### config.mk
export PLATFORM = sky130hd
export DESIGN_NAME = icache
export DESIGN_NICKNAME = d
export VERILOG_FILES = /design/src/rtl/icache.sv
export SDC_FILE = /design/constraint.sdc
export NUM_CORES = 1
export LEC_CHECK = 0
export CORE_MARGIN = 4
export CORE_UTILIZATION = 55
export CTS_BUF_LIST = sky130_fd_sc_hd__clkbuf_4 sky130_fd_sc_hd__clkbuf_8 sky130_fd_sc_hd__clkbuf_16
export DETAILED_ROUTE_END_ITERATION = 16
export GPL_TIMING_DRIVEN = 1
export PLACE_DENSITY_LB_ADDON = 0.12
export SLEW_MARGIN = 0
export SYNTH_ARGS = -nofsm -noshare
export SYNTH_HDL_FRONTEND = slang
export SYNTH_SLANG_ARGS = --single-unit
### constraint.sdc
create_clock -name clk -period 5.8 [get_ports clk]
set_clock_uncertainty 0.05 [all_clocks]
set_input_delay 0.87 -clock clk [delete_from_list [all_inputs] [get_ports clk]]
set_output_delay 0.87 -clock clk [all_outputs]
set_load 0.05 [all_outputs]
### src/rtl/icache.sv
// Direct-mapped, one-word-per-line instruction cache with a single outstanding refill.
// Registered outputs; the RESP bubble ensures a held fetch request is only accepted once per response.
module icache #(
    parameter int INDEX_BITS = 4,
    parameter int ADDR_WIDTH = 32
) (
    input  logic                  clk,
    input  logic                  rst,
    input  logic                  rdy,
    input  logic                  valid_from_if,
    input  logic [ADDR_WIDTH-1:0] pc_from_if,
    output logic                  valid_to_if,
    output logic [31:0]           inst_to_if,
    output logic                  valid_to_mem,
    output logic [ADDR_WIDTH-1:0] addr_to_mem,
    input  logic                  valid_from_mem,
    input  logic [31:0]           data_from_mem
);
    localparam int LINES = 1 << INDEX_BITS;
    localparam int TAG_W = ADDR_WIDTH - INDEX_BITS - 2;

    typedef enum logic [1:0] {S_IDLE, S_MISS, S_RESP} state_t;

    state_t                  r_state, w_state_nxt;
    logic [LINES-1:0]        r_valid;
    logic [TAG_W-1:0]        r_tag  [LINES];
    logic [31:0]             r_data [LINES];
    logic [INDEX_BITS-1:0]   r_miss_idx, w_miss_idx_nxt;
    logic [TAG_W-1:0]        r_miss_tag, w_miss_tag_nxt;
    logic                    r_valid_to_if, w_valid_to_if_nxt;
    logic [31:0]             r_inst_to_if, w_inst_to_if_nxt;
    logic                    r_valid_to_mem, w_valid_to_mem_nxt;
    logic [ADDR_WIDTH-1:0]   r_addr_to_mem, w_addr_to_mem_nxt;

    logic [INDEX_BITS-1:0]   w_idx;
    logic [TAG_W-1:0]        w_tag;
    logic [ADDR_WIDTH-1:0]   w_aligned;
    logic                    w_hit;
    logic                    w_fill;

    assign w_idx     = pc_from_if[INDEX_BITS+1:2];
    assign w_tag     = pc_from_if[ADDR_WIDTH-1:INDEX_BITS+2];
    // Masking (rather than slicing) keeps the ignored low address bits in the datapath.
    assign w_aligned = pc_from_if & ~ADDR_WIDTH'(3);
    assign w_hit     = r_valid[w_idx] && (r_tag[w_idx] == w_tag);

    always_comb begin
        w_state_nxt        = r_state;
        w_miss_idx_nxt     = r_miss_idx;
        w_miss_tag_nxt     = r_miss_tag;
        w_valid_to_if_nxt  = r_valid_to_if;
        w_inst_to_if_nxt   = r_inst_to_if;
        w_valid_to_mem_nxt = r_valid_to_mem;
        w_addr_to_mem_nxt  = r_addr_to_mem;
        w_fill             = 1'b0;
        case (r_state)
            S_IDLE: begin
                if (valid_from_if) begin
                    if (w_hit) begin
                        w_valid_to_if_nxt = 1'b1;
                        w_inst_to_if_nxt  = r_data[w_idx];
                        w_state_nxt       = S_RESP;
                    end else begin
                        w_valid_to_mem_nxt = 1'b1;
                        w_addr_to_mem_nxt  = w_aligned;
                        w_miss_idx_nxt     = w_idx;
                        w_miss_tag_nxt     = w_tag;
                        w_state_nxt        = S_MISS;
                    end
                end
            end
            S_MISS: begin
                if (valid_from_mem) begin
                    w_fill             = 1'b1;
                    w_valid_to_mem_nxt = 1'b0;
                    w_valid_to_if_nxt  = 1'b1;
                    w_inst_to_if_nxt   = data_from_mem;
                    w_state_nxt        = S_RESP;
                end
            end
            S_RESP: begin
                w_valid_to_if_nxt = 1'b0;
                w_state_nxt       = S_IDLE;
            end
            default: w_state_nxt = S_IDLE;
        endcase
    end

    always_ff @(posedge clk or negedge rst) begin
        if (!rst) begin
            r_state        <= S_IDLE;
            r_valid        <= '0;
            r_miss_idx     <= '0;
            r_miss_tag     <= '0;
            r_valid_to_if  <= 1'b0;
            r_inst_to_if   <= '0;
            r_valid_to_mem <= 1'b0;
            r_addr_to_mem  <= '0;
        end else if (rdy) begin
            r_state        <= w_state_nxt;
            r_miss_idx     <= w_miss_idx_nxt;
            r_miss_tag     <= w_miss_tag_nxt;
            r_valid_to_if  <= w_valid_to_if_nxt;
            r_inst_to_if   <= w_inst_to_if_nxt;
            r_valid_to_mem <= w_valid_to_mem_nxt;
            r_addr_to_mem  <= w_addr_to_mem_nxt;
            if (w_fill)
                r_valid[r_miss_idx] <= 1'b1;
        end
    end

    // Tag/data storage is unreset; the valid bits alone qualify its contents.
    always_ff @(posedge clk) begin
        if (rdy && w_fill) begin
            r_tag[r_miss_idx]  <= r_miss_tag;
            r_data[r_miss_idx] <= data_from_mem;
        end
    end

    assign valid_to_if  = r_valid_to_if;
    assign inst_to_if   = r_inst_to_if;
    assign valid_to_mem = r_valid_to_mem;
    assign addr_to_mem  = r_addr_to_mem;
endmodule

======== Word level (Yosys, flattened, before mapping) ========
Memory sizes are Yosys's and may differ from the RTL's.
Index checks and enable logic that the tools add are counted.
word-level totals
  input bits .............................. 69
  output and inout bits ................... 66
  memories ................................ 2
  register bits after elaboration ......... 112
  RAM bits ................................ 928
memories
  name    words  width  rd ports  clocked after memory_dff  write ports  RTL line  text
  r_data  16     32     1         0                         1            27        logic [31:0] r_data [LINES];
  r_tag   16     26     1         0                         1            26        logic [TAG_W-1:0] r_tag [LINES];
cells by class
  muxes and demuxes ....................... 24
  equality and inequality tests ........... 7
  $lt $le $gt $ge ......................... 3
  bitwise operators ....................... 2
  reductions and logical operators ........ 12
operators by type and width
  cell                  count
  $mux W32              3
  $pmux W32 S2          1
  $eq A26 B26 Y1        1
  $or A16 B16 Y16       1
  $reduce_and A5 Y1     3
  $mux W1               12
  $lt A4 B5 Y1 const B  2
  $ne A2 B2 Y1 const B  4
  $mux W2               3
  $bmux W1 S4           1
  $demux W1 S4          1
  $ge A4 B1 Y1 const B  1
  $pmux W2 S2           1
  $reduce_and A4 Y1     1
  $logic_and A1 B1 Y1   3
  $pmux W1 S3           1
  $reduce_and A3 Y1     1
  $reduce_bool A3 Y1    1
  $eq A2 B1 Y1 const B  1
  $eq A2 B2 Y1 const B  1
  $logic_not A2 Y1      1
  $pmux W1 S2           1
  $reduce_and A2 Y1     1
  $reduce_bool A2 Y1    1
  $not A1 Y1            1

======== Depth between registers and ports, before layout ========
  depth after elaboration ................. 6
  mapped depth ............................ 15
  mapped depth without buffers ............ 9

======== Least setup slack after synthesis ========
No wires, ideal clock.
  kind .................................... input-to-reg
  from .................................... input rdy
  to ...................................... register r_valid[0]
  setup slack ............................. -0.213 ns
  cell stages on the path ................. 4
  library setup time ...................... 0.089 ns
  path buffers ............................ 0
  data required time ...................... 5.661 ns
  data arrival time ....................... 5.874 ns
  cell sequence ........................... nand3_1 -> or3_1 -> nor3_1 -> or2_2
between the ends
  longest elaborated chain between the ends .. 1
ends and longest elaborated chain
  what                                RTL line  text
  from (decl)                         9         input logic rdy,
  $reduce_and A2 Y1 (no source line)  --
  to (signal assigned)                92        r_valid <= '0;
  to (signal, indexed assignment)     108       r_valid[r_miss_idx] <= 1'b1;
  to (decl)                           25        logic [LINES-1:0] r_valid;
Every way passes these cells.
A chain may end at the register's enable or synchronous reset.

======== Worst setup path in the final report ========
  from .................................... input pc_from_if[4]
  to ...................................... register r_miss_idx[1]
between the ends
  longest elaborated chain between the ends .. 5
  elaborated cells on any way between the ends .. 7
ends and longest elaborated chain
  what                                                   RTL line  text
  from (decl)                                            11        input logic [ADDR_WIDTH-1:0] pc_from_if,
  $mem_v2 Z16 W26 / $bmux W1 S4 (equally long branches)  --
  $eq A26 B26 Y1 / $mux W1 (equally long branches)       45        assign w_hit = r_valid[w_idx] && (r_tag[w_idx] == w_tag);
  $logic_and A1 B1 Y1 (*)                                45
  $not A1 Y1 (no source line) (*)                        --
  $reduce_and A4 Y1 (no source line) (*)                 --
  to (signal assigned)                                   101       r_miss_idx <= w_miss_idx_nxt;
  to (decl)                                              28        logic [INDEX_BITS-1:0] r_miss_idx, w_miss_idx_nxt;
Every way passes the cells marked *; elsewhere a longest branch is shown, timed or not. The select of a mux whose other input is x is not followed.

==> flow_summary.yaml <==
run_status:
  status: "finished clean"
timing:
  max_clock_freq_ghz: 0.217
  maxSlewViolCount: 0
  setup-tns-final_ps: 0
  finalSetupViolCount: 0
  whs_ps: 208
  period_share_pct: 79.4
  relSlewSlack_pct: 32.4
  hold_violations: 0
  rsz0062_at_grt: "false"
  worst_slew_pin_slew_ps: 1010
  finalCriticalPeriod_ps: 4600
critical_path:
  rr_startpoint: "r_tag[13][9]"
  reg2reg_depth: 10
  cp.buffers_inverters: 5
  critPathRequiredTime_ps: 6270
  crit_slowest_cell: "or4_4"
  r2r_setup_slack_ps: 1720
  startpoint_type: "primary input"
  worstPathArrival_ps: 5070
  crit_fanout: 35
  crit_path_max_incr_delay_ps: 610
  cp-end-kind: "register"
  worstSetupPathType: "in -> reg"
  crit_top_cell: "buf_4"
  crit_path_cell_trace: "buf_6, buf_12, buf_4, mux4_2, mux2i_1, xor2_1, a21oi_1, nor4_1, buf_4, nand2_1, or4_4, nand4b_4, buf_4, mux2_4"
  crit_family: "simple AND/OR/NAND/NOR gates"
  reg2reg_to: "r_miss_idx[1]"
die:
  rows: 98
  dieArea_um2: 76500
  die_h_um: 277
  fp.dieW_um: 277
  core_um2: 71500
  boundaryPins: 135
  initial_utilization_pct: 55.5
logic_synthesis:
  yosys_warnings: 0
  synth-edff-count: 928
  syn_area_per_cell_um2: 22.0
  ys_seq_area_share_pct: 75.4
  synthTopCellsByArea: "edfxtp_1, mux4_2, dfrtp_1"
  ys.flop_type: "edfxtp_1"
  synth_top_cell_by_area: "edfxtp_1"
  yosysTopAreaCellShare_pct: 70.2
  netlist_area_um2: 39700
  ys_ff_latch: 1010
  netlist_instances: 1803
  synth-async-reset-ratio_pct: 8.12
  synth_cell_type_count: 63
global_route:
  grt_overflow: 0
  antenna_found_initial: 1
  grt_pass1_vias: 20000
  grt_max_degree: 89
  gr-usage-all-layers_pct: 24.0
  grt_first_pass_wirelength_mm: 135
pwr:
  power_density_nw_per_um2: 408
  finalPower_mw: 18.7
  p_leak_nw: 15.1
  peakVddDrop_v: 0.000294
cells_and_area:
  final_nets: 2080
  layout_common_cells: "edfxtp_1, mux4_2, clkdlybuf4s50_1, clkbuf_16, dfrtp_1"
  final.fill_count: 4777
  syn2layout_area_growth_pct: 15.4
  drive_gt1_share_pct: 28.9
  final_common_cell: "edfxtp_1"
  final_cell_count_no_fill: 3048
detailed_routing:
  wire_per_inst_um: 29.8
  routed_wl_mm: 90.9
  vias: 19100
  dr.pass1.iters: 5
  ant_nets: 0
  drt_iter0_drc: 1874
  drc_errors: 0
  via_per_inst: 6.26
clocking:
  clkSinkCount: 1010
  post_cts_resized: 0
  cts_buffers: 101
  h-tree-depth: 3
  clkTransAtPathRegs_ps: 60
  clkLatencyLatePin_ps: 640
  cts_root_buf: "clkbuf_16"
  clk_path_buf_depth: 3
  cts_tree: "done"
  post_cts_buffers: 0
  postCtsHoldBufs: 0
run:
  cap_viol_max_count: 0
placement:
  port_buffers: 130
  dp_hpwl_mm: 49.0
  dp.cells: 2858
  place_congestion: 0.783
worst_hold_path:
  hold_class: "in -> async"
-- cell type report --
cell class | count | area [um^2] | share of cell area [%]
clock buffers | 140 | 2940 | 6.42
multi-input cells | 693 | 9280 | 20.3
clock inverters | 49 | 434 | 0.948
repair buffers | 200 | 2010 | 4.39
inverters | 5 | 20.0 | 0.0437
well taps | 950 | 1190 | 2.60
diodes | 1 | 2.50 | 0.00546
flip-flops and latches | 1010 | 29900 | 65.3
-- through the flow --
| step | util, % | cell area (um^2) | setup slack, ps |
|---|---|---|---|
| floorplan | - | 39700 | 1370 |
| global placement | 59.3 | 42400 | 527 |
| detailed placement | 59.3 | 42400 | 514 |
| CTS | 64.1 | 45800 | 1160 |
| global route | 64.1 | 45800 | 961 |
| finish | 64.1 | 45800 | 1200 |
-- synth_stat cells, types with 3 or more instances --
library cell,instances
edfxtp_1,928
mux4_2,253
nor2_1,90
dfrtp_1,82
mux2i_1,68
nor3_1,37
clkbuf_1,36
a211oi_2,28
mux2_4,28
buf_2,27
nand2_1,20
xor2_1,19
buf_6,16
or2_2,16
xnor2_1,15
buf_4,13
a22oi_1,12
mux2_2,10
nand3_1,9
a211oi_1,8
nand4_1,8
nor2b_1,7
nand3b_1,6
nand2b_1,5
a21oi_1,4
inv_1,4
mux4_1,4
o211ai_1,4
buf_12,3
o21ai_0,3
o221ai_1,3
o22ai_1,3
-- how the worst max path moves through the flow --
stage,from,end,slack (ps),depth (start not counted)
6_report,pc_from_if[4],r_miss_idx[1],1200,14
5_1_grt,pc_from_if[4],r_miss_tag[3],960,14
4_1_cts,pc_from_if[4],r_miss_idx[1],1160,14
3_5_place_dp,pc_from_if[4],r_miss_idx[1],510,14
3_3_place_gp,pc_from_if[4],r_miss_tag[3],530,14
2_1_floorplan,rdy,r_data[8][0],1370,3
-- sequential cells by signal, summed over array words and instances (netlist names) --
signal,cells
addr_to_mem,2
inst_to_if,32
r_data,512
r_miss_idx,3
r_miss_tag,25
r_state,2
r_tag,416
r_valid,16
valid_to_if,1
valid_to_mem,1
-- power by group --
| part | switching, mW | internal, mW | total [mW] |
|---|---|---|---|
| clock | 2.61 | 3.89 | 6.50 |
| combinational | 1.70 | 1.03 | 2.74 |
| sequential | 0.639 | 8.81 | 9.45 |
| total | 4.96 | 13.7 | 18.7 |
-- logic make-up (layout without fill, tap and decap cells) --
logic type,after synthesis,in the layout,share of synthesized area (%)
flip-flops,1010,1010,75.4
multiplexers,363,363,17.7
AND/OR/NAND/NOR,211,211,2.63
buffers and inverters,101,394,1.59
AO/OA/AOI/OAI,83,83,1.94
XOR/XNOR,34,34,0.750
other,1,3,0.00945
-- per-layer routing --
metal,global-route usage [%],vias to the layer above,share of wire [%]
met5,0,-,0.0088
met4,5.79,2,1.9
met2,39.7,644,50
li1,-,7938,-
met1,34.0,10400,42
met3,4.16,123,6.3
(Power assumes the default switching activity.)
